--- src/rtl/awmc_plant_monitor.sv ---
`default_nettype none
// ============================================================================
// Module   : awmc_plant_monitor
// Purpose  : Plant model and safety checker for the washing-machine controller:
//            integrates drum level, checks stage order and lid, sticky faults.
// Revision : 1.0  initial release
// ============================================================================
module awmc_plant_monitor #(
    parameter int LEVEL_W    = 4,
    parameter int LEVEL_MAX  = 15,
    parameter int FILL_RATE  = 2,
    parameter int DRAIN_RATE = 3,
    parameter int LID_GRACE  = 2,
    parameter int CNT_W      = 8
) (
    input  logic               c_in,
    input  logic               reset,
    input  logic               clk,
    input  logic [2:0]         stage,
    input  logic               done,
    input  logic               input_valve,
    input  logic               output_drain,
    input  logic               lid,
    input  logic               fault_clr,
    output logic [LEVEL_W-1:0] level,
    output logic [4:0]         fault,
    output logic               fault_any,
    output logic [CNT_W-1:0]   cycles_done,
    output logic [CNT_W-1:0]   stage_ticks
);

    typedef enum logic [2:0] {
        STG_FILL  = 3'd0,
        STG_WASH  = 3'd1,
        STG_RINSE = 3'd2,
        STG_SPIN  = 3'd3,
        STG_STOP  = 3'd4,
        STG_IDLE  = 3'd7
    } stage_t;

    localparam int                 c_LID_W     = $clog2(LID_GRACE + 2);
    localparam logic [c_LID_W-1:0] c_LID_SAT   = c_LID_W'(LID_GRACE + 1);
    localparam logic [c_LID_W-1:0] c_LID_GRACE = c_LID_W'(LID_GRACE);
    localparam logic [CNT_W-1:0]   c_CNT_MAX   = '1;
    localparam logic [LEVEL_W:0]   c_LVL_MAX   = (LEVEL_W + 1)'(LEVEL_MAX);
    localparam logic [LEVEL_W:0]   c_FILL      = (LEVEL_W + 1)'(FILL_RATE);
    localparam logic [LEVEL_W:0]   c_DRAIN     = (LEVEL_W + 1)'(DRAIN_RATE);

    logic [LEVEL_W-1:0] r_level;
    logic [4:0]         r_fault;
    logic               r_fault_any;
    logic [CNT_W-1:0]   r_cycles;
    logic [CNT_W-1:0]   r_ticks;
    logic [2:0]         r_prev_stage;
    logic [2:0]         r_last_active;
    logic [c_LID_W-1:0] r_lid_cnt;
    logic               r_done_d;

    logic [LEVEL_W:0]   w_level_ext;
    logic [LEVEL_W:0]   w_fill_sum;
    logic [LEVEL_W:0]   w_level_next;
    logic               w_conflict;
    logic               w_overflow;
    logic               w_changed;
    logic               w_legal_step;
    logic               w_seq_fault;
    logic               w_lid_active;
    logic               w_lid_fault;
    logic [c_LID_W-1:0] w_lid_next;
    logic               w_done_rise;
    logic               w_done_fault;
    logic [4:0]         w_fault_set;
    logic [4:0]         w_fault_next;

    // Level arithmetic is one bit wider than the register so sums never wrap.
    assign w_level_ext = {1'b0, r_level};
    assign w_fill_sum  = w_level_ext + c_FILL;
    assign w_conflict  = input_valve & output_drain;
    assign w_overflow  = input_valve & (w_level_ext == c_LVL_MAX);

    always_comb begin
        w_level_next = w_level_ext;
        if (input_valve && !output_drain) begin
            w_level_next = (w_fill_sum > c_LVL_MAX) ? c_LVL_MAX : w_fill_sum;
        end else if (output_drain && !input_valve) begin
            w_level_next = (w_level_ext >= c_DRAIN) ? (w_level_ext - c_DRAIN) : '0;
        end
    end

    assign w_changed = (stage != r_prev_stage);

    always_comb begin
        w_legal_step = 1'b0;
        if (stage == STG_IDLE) begin
            w_legal_step = 1'b1;
        end else if (r_prev_stage == STG_IDLE) begin
            // Fresh start needs no remembered stage; otherwise only resume is allowed.
            w_legal_step = ((stage == STG_FILL) && (r_last_active == STG_IDLE)) ||
                           (stage == r_last_active);
        end else begin
            w_legal_step = ((r_prev_stage == STG_FILL)  && (stage == STG_WASH))  ||
                           ((r_prev_stage == STG_WASH)  && (stage == STG_RINSE)) ||
                           ((r_prev_stage == STG_RINSE) && (stage == STG_SPIN))  ||
                           ((r_prev_stage == STG_SPIN)  && (stage == STG_STOP));
        end
    end

    assign w_seq_fault = (stage == 3'd5) || (stage == 3'd6) || (w_changed && !w_legal_step);

    assign w_lid_active = lid && ((stage == STG_WASH) || (stage == STG_RINSE) ||
                                  (stage == STG_SPIN));
    assign w_lid_fault  = w_lid_active && (r_lid_cnt >= c_LID_GRACE);
    assign w_lid_next   = !w_lid_active ? '0 :
                          (r_lid_cnt == c_LID_SAT) ? r_lid_cnt : (r_lid_cnt + c_LID_W'(1));

    assign w_done_rise  = done && !r_done_d;
    assign w_done_fault = w_done_rise && (r_prev_stage != STG_STOP);

    // New detections are OR-ed in after the clear so a same-tick event survives.
    assign w_fault_set  = {w_done_fault, w_overflow, w_lid_fault, w_seq_fault, w_conflict};
    assign w_fault_next = (fault_clr ? 5'b0 : r_fault) | w_fault_set;

    always_ff @(posedge c_in or posedge reset) begin
        if (reset) begin
            r_level       <= '0;
            r_fault       <= '0;
            r_fault_any   <= 1'b0;
            r_cycles      <= '0;
            r_ticks       <= '0;
            r_prev_stage  <= STG_IDLE;
            r_last_active <= STG_IDLE;
            r_lid_cnt     <= '0;
            r_done_d      <= 1'b0;
        end else if (clk) begin
            r_level     <= w_level_next[LEVEL_W-1:0];
            r_fault     <= w_fault_next;
            r_fault_any <= |w_fault_next;
            r_lid_cnt   <= w_lid_next;
            r_done_d    <= done;
            r_prev_stage <= stage;
            if (w_done_rise && (r_cycles != c_CNT_MAX)) begin
                r_cycles <= r_cycles + CNT_W'(1);
            end
            if (w_changed) begin
                r_ticks <= CNT_W'(1);
            end else if (r_ticks != c_CNT_MAX) begin
                r_ticks <= r_ticks + CNT_W'(1);
            end
            // A finished program (STOP) forgets its place; a pause remembers it.
            if (w_changed && (stage == STG_IDLE)) begin
                r_last_active <= (r_prev_stage == STG_STOP) ? STG_IDLE : r_prev_stage;
            end
        end
    end

    assign level       = r_level;
    assign fault       = r_fault;
    assign fault_any   = r_fault_any;
    assign cycles_done = r_cycles;
    assign stage_ticks = r_ticks;

endmodule
`default_nettype wire

--- config.mk ---
export PLATFORM = sky130hd
export DESIGN_NAME = awmc_plant_monitor
export DESIGN_NICKNAME = d
export VERILOG_FILES = /design/src/rtl/awmc_plant_monitor.sv
export SDC_FILE = /design/constraint.sdc
export NUM_CORES = 1
export LEC_CHECK = 0
export ABC_AREA = 1
export CAP_MARGIN = 20
export CORE_ASPECT_RATIO = 1.1
export CORE_MARGIN = 2
export CORE_UTILIZATION = 40
export DETAILED_ROUTE_END_ITERATION = 8
export GPL_ROUTABILITY_DRIVEN = 0
export PLACE_DENSITY = 0.66
export SKIP_CTS_REPAIR_TIMING = 1
export SYNTH_ARGS = -nofsm -noshare
export SYNTH_HDL_FRONTEND = slang
export SYNTH_SLANG_ARGS = --single-unit
--- constraint.sdc ---
create_clock -name c_in -period 2 [get_ports c_in]
set_input_delay 0.4 -clock c_in [delete_from_list [all_inputs] [get_ports c_in]]
set_output_delay 0.4 -clock c_in [all_outputs]
set_load 0.05 [all_outputs]
Word-level counts from Yosys, hierarchy flattened
Cells that the tools add are included.

Input bits: 11. Flip-flop bits (word level): 35. Word-level logic and storage cells: 89.

Equal/unequal tests: 21. Multiplexer cells: 12. $lt $le $gt $ge: 3. Bitwise logic cells: 3. $add $sub $neg: 5. Reductions and logical operators: 36.

Operators with widths (number): 3-bit == test, second input constant (7); 8-bit by 1-bit adder with 8-bit output, second input constant (2); 4-bit 2-to-1 mux (4); 8-bit 2-to-1 mux (2); 8-bit != test, second input constant (2); 1-bit logical AND (14); 3-bit by 2-bit == test with 1-bit output, second input constant (4); 2-bit AND reduction (5); 1-bit logical OR (8); 3-bit by 1-bit == test with 1-bit output, second input constant (2); 3-bit logical NOT (2); 4-bit by 2-bit adder with 5-bit output, second input constant (1); 5-bit by 4-bit greater-than comparator with 1-bit output, second input constant (1); 5-bit 2-to-1 mux (1); 5-bit OR (1); 5-bit OR reduction (1); 4-bit == test, second input constant (1); 4-bit by 2-bit greater-or-equal comparator with 1-bit output, second input constant (1); 1-bit logical NOT (4); 2-bit 2-to-1 mux (2); 2-bit nonzero test (2); 4-bit by 2-bit subtractor with 4-bit output, second input constant (1); 3-bit == test (1); 3-bit 2-to-1 mux (1); 8 further kinds (10).

Logic depth before layout (Yosys ltp)
Depth after elaboration: 12. Gate-level depth with buffers: 11. Gate-level depth less buffers: 10.

Worst setup path after synthesis
Ideal clock, no wire load.

Path kind: reg2reg. From: register r_level[1] (netlist: level[1]). To: register r_level[0] (netlist: level[0]). Path slack: 183 ps. Setup time: 120 ps. Period minus slack after synthesis: 1817 ps. Data arrival time: 1697 ps. Cell stages (with the launch flop): 11. Buffers on the path: 0. Cell sequence: dfrtp_1 > inv_1 > ha_1 > inv_1 > nand2_1 > nand3_1 > o21ai_0 > nand3_1 > o31ai_1 > nand2_1 > nand2_1.

Cells in the longest elaborated chain, start to end: 4.

RTL lines: start, declared (line 49) `logic [LEVEL_W-1:0] r_level;`; start signal, assigned (line 135) `r_level <= w_level_next[LEVEL_W-1:0];`; 4-bit by 2-bit adder with 5-bit output or 4-bit by 2-bit greater-or-equal comparator with 1-bit output (tied branches) (line 77, 86); 5-bit by 4-bit greater-than comparator with 1-bit output or 4-bit 2-to-1 mux (tied branches) (line 84, 86); 4-bit 2-to-1 mux (on tied branches) (line 84, 85); 4-bit 2-to-1 mux * (line 83) `if (input_valve && !output_drain) begin`.

Mark *: on every way between the ends. The rest lies on a longest branch, timed or not. The select of a mux whose other input is x is not followed. A chain may end at the register's enable or synchronous reset.

Worst setup path in the final report
From: register r_cycles[6] (netlist: cycles_done[6]). To: output cycles_done[6].

RTL lines: start, declared (line 52) `logic [CNT_W-1:0] r_cycles;`; start signal, assigned (line 142) `r_cycles <= r_cycles + CNT_W'(1);`; end, declared (line 28) `output logic [CNT_W-1:0] cycles_done,`.

No word-level cell between the ends.

==> results by group <==
Status
  • Run status: finished, final reports clean

Critical path
  • Max stage delay on crit path: 0.84 ns
  • Critical Path End Type: primary output
  • Crit Path Max Fanout: 4
  • Setup crit start: cycles_done[6]$_DFFE_PP0P_
  • Startpoint Class: register
  • CP max-delay cell: clkdlybuf4s50_1
  • Crit-path cells: clkdlybuf4s50_1
  • Data required time at the worst endpoint: 1.60 ns
  • WP data arrival: 1.54 ns
  • Launching point of the worst reg2reg path: level[1]$_DFFE_PP0P_
  • WP buf/inv: 1
  • Setup Crit Path Kind: reg2out
  • Crit path max-delay family: buffers and inverters

Timing
  • Max-slew violations: 0
  • Minimum clock period: 1.944 ns
  • Worst-Margin Slew: 0.5131 ns
  • Setup Skew: 0.003200 ns
  • Final Hold Viols: 0
  • RSZ-0062 raised after global routing: false
  • Fin crit share: 0.9718
  • Setup Total Neg Slack: 0 ns
  • Relative slew slack: 0.6569
  • # setup viols final: 0
  • Fmax: 514.5 MHz

Global routing
  • Global Route met1 Usage: 0.2127
  • Initial antenna violation count: 0
  • Vias in the first global route: 1,873
  • Grt ovf: 0
  • Top Usage Layer GRT: met2
  • Wire length of the first global-routing pass: 8024 um
  • Total GRT Usage: 0.1684
  • Largest net degree at the start of global routing: 36
  • Met3 GRT Util: 0.02699
  • Grt met2 use: 0.2885

Clocking
  • CTS Buffer Depth: 2
  • Clock transition at the registers of the reported paths: 0.07 ns
  • Clock Latency Late Sink: 0.28 ns
  • Clock sink count: 35
  • H-tree depth: 2
  • TritonCTS clock tree: built
  • Root Buffer: clkbuf_8
  • Total clock buffers created by CTS: 5

Finish
  • Multi-input gate area: 0.001157 sq mm
  • Nets: 352
  • Most frequent cells in the layout: 87 x nand2_1, 30 x inv_1, 30 x nor2_1
  • Syn-to-layout area delta: 25.53%
  • # fillers: 521
  • Antenna diodes: 0
  • Commonest non-fill, non-tap cell in the layout: nand2_1
  • FF+latch area: 883.3 sq um
  • Layout cells sized above 1: 0.1246
  • Final core utilization: 0.5176

Floorplanning
  • Chip height: 81.71 um
  • Core box area: 0.005325 sq mm
  • Die X: 74.65 um
  • Row Count: 28
  • Initial Utilization: 0.4124
  • DIE AREA: 0.006099 sq mm
  • Num ports: 37

Logic synthesis
  • Yosys warnings: 0
  • Post-synth EDFFs: 0
  • Synthesis-stage register bit count: 35
  • Top_reg_cell synth: dfrtp_1
  • Mapped cell area: 0.002196 sq mm
  • Synth async-reset ratio: 1.000
  • Register area share after synthesis: 0.4023
  • Syn Area/Cell: 7.787 sq um
  • Syn_nets: 305
  • Mapped Cells: 282
  • Synth cell types: 34

Power
  • Cell Pwr Density: 1021 mW/mm^2
  • Leak: 1.343 nW
  • Peak VDD IR: 0.8704 mV
  • Overall power: 2.815 mW

Place
  • DP Wirelength: 3381 um
  • Port Buffers: 36

Worst hold path
  • Hold Path Class: reg2reg
  • Hold_sp: r_last_active[0]$_DFFE_PP1P_

Detailed routing
  • Initial DRC count: 91
  • Post-Route WL: 4609 um
  • # DRC: 0
  • Antenna violation net count after detailed routing: 0
  • Drt via density: 4.693
  • Drt pass-1 iters: 4
  • Vias: 1,896
  • Avg WL per Cell: 11.41 um

Run
  • Max-cap viol count: 0
-- kinds of logic after synthesis --
group	after synthesis	synth area share
flip-flops	35	0.4023
XOR/XNOR	15	0.05983
AND/OR/NAND/NOR	153	0.3208
AO/OA/AOI/OAI	30	0.07806
adder cells (fa/ha/maj)	12	0.06837
buffers and inverters	37	0.07066
-- per-stage QoR --
stage,cells,instance area (sq um),worst slack (ns),hold slack [ns]
final,404,2756,0.05645,0.5104
after global routing,404,2756,0.0005751,0.5333
after CTS,404,2754,0.03685,0.5089
after detailed placement,397,2666,0.1072,0.4981
after global placement,397,2666,0.1223,0.4926
after floorplan,282,2196,0.1830,0.4767
-- report_power, final --
| part | switching (mW) | total (mW) | internal [mW] |
|---|---|---|---|
| logic | 0.797 | 1.24 | 0.441 |
| clock network | 0.253 | 0.523 | 0.270 |
| registers | 0.193 | 1.05 | 0.861 |
-- cells in the mapped netlist (4+ instances only) --
cell	instances	area [sq um]
xor2_1	8	70.07
nor2_1	30	112.6
a31oi_1	4	25.02
nand4_1	6	37.54
o21ai_1	6	30.03
dfstp_2	6	157.7
nand2_1	87	326.6
xnor2_1	7	61.31
o21ai_0	11	55.05
inv_1	30	112.6
ha_1	12	150.1
nand3_1	15	75.07
dfrtp_1	29	725.7
-- routing by layer --
metal | vias up | share of wire
met3 | 5 | 0.033
met2 | 32 | 0.49
li1 | 987 | -
met4 | 0 | 0.0093
met5 | - | 0
met1 | 872 | 0.47
-- sequential cells by signal, summed over array words and instances (netlist names) --
register,count
r_prev_stage,3
fault_any,1
r_last_active,3
r_lid_cnt,2
fault,5
stage_ticks,8
level,4
r_done_d,1
cycles_done,8
-- final cells by class --
| cell class | count | area share |
|---|---|---|
| multi-input cells | 210 | 0.4199 |
| clock buffers | 6 | 0.02996 |
| flip-flops and latches | 35 | 0.3205 |
| well taps | 75 | 0.03404 |
| inverters | 33 | 0.04585 |
| repair buffers | 44 | 0.1480 |
| clock inverters | 1 | 0.001816 |
-- path summary, 6_finish.rpt --
check                                               end  slack, ns  cells after the start
max in group asynchronous   r_prev_stage[2]$_DFFE_PP1P_       1.13                      3
min in group asynchronous    cycles_done[0]$_DFFE_PP0P_       0.52                      3
max reg2reg                        level[0]$_DFFE_PP0P_       0.38                     10
min                        r_last_active[0]$_DFFE_PP1P_       0.51                      2
min reg2reg                r_last_active[0]$_DFFE_PP1P_       0.51                      2
max                                      cycles_done[6]       0.06                      1
Note: power is estimated with default switching activity, not from simulation.
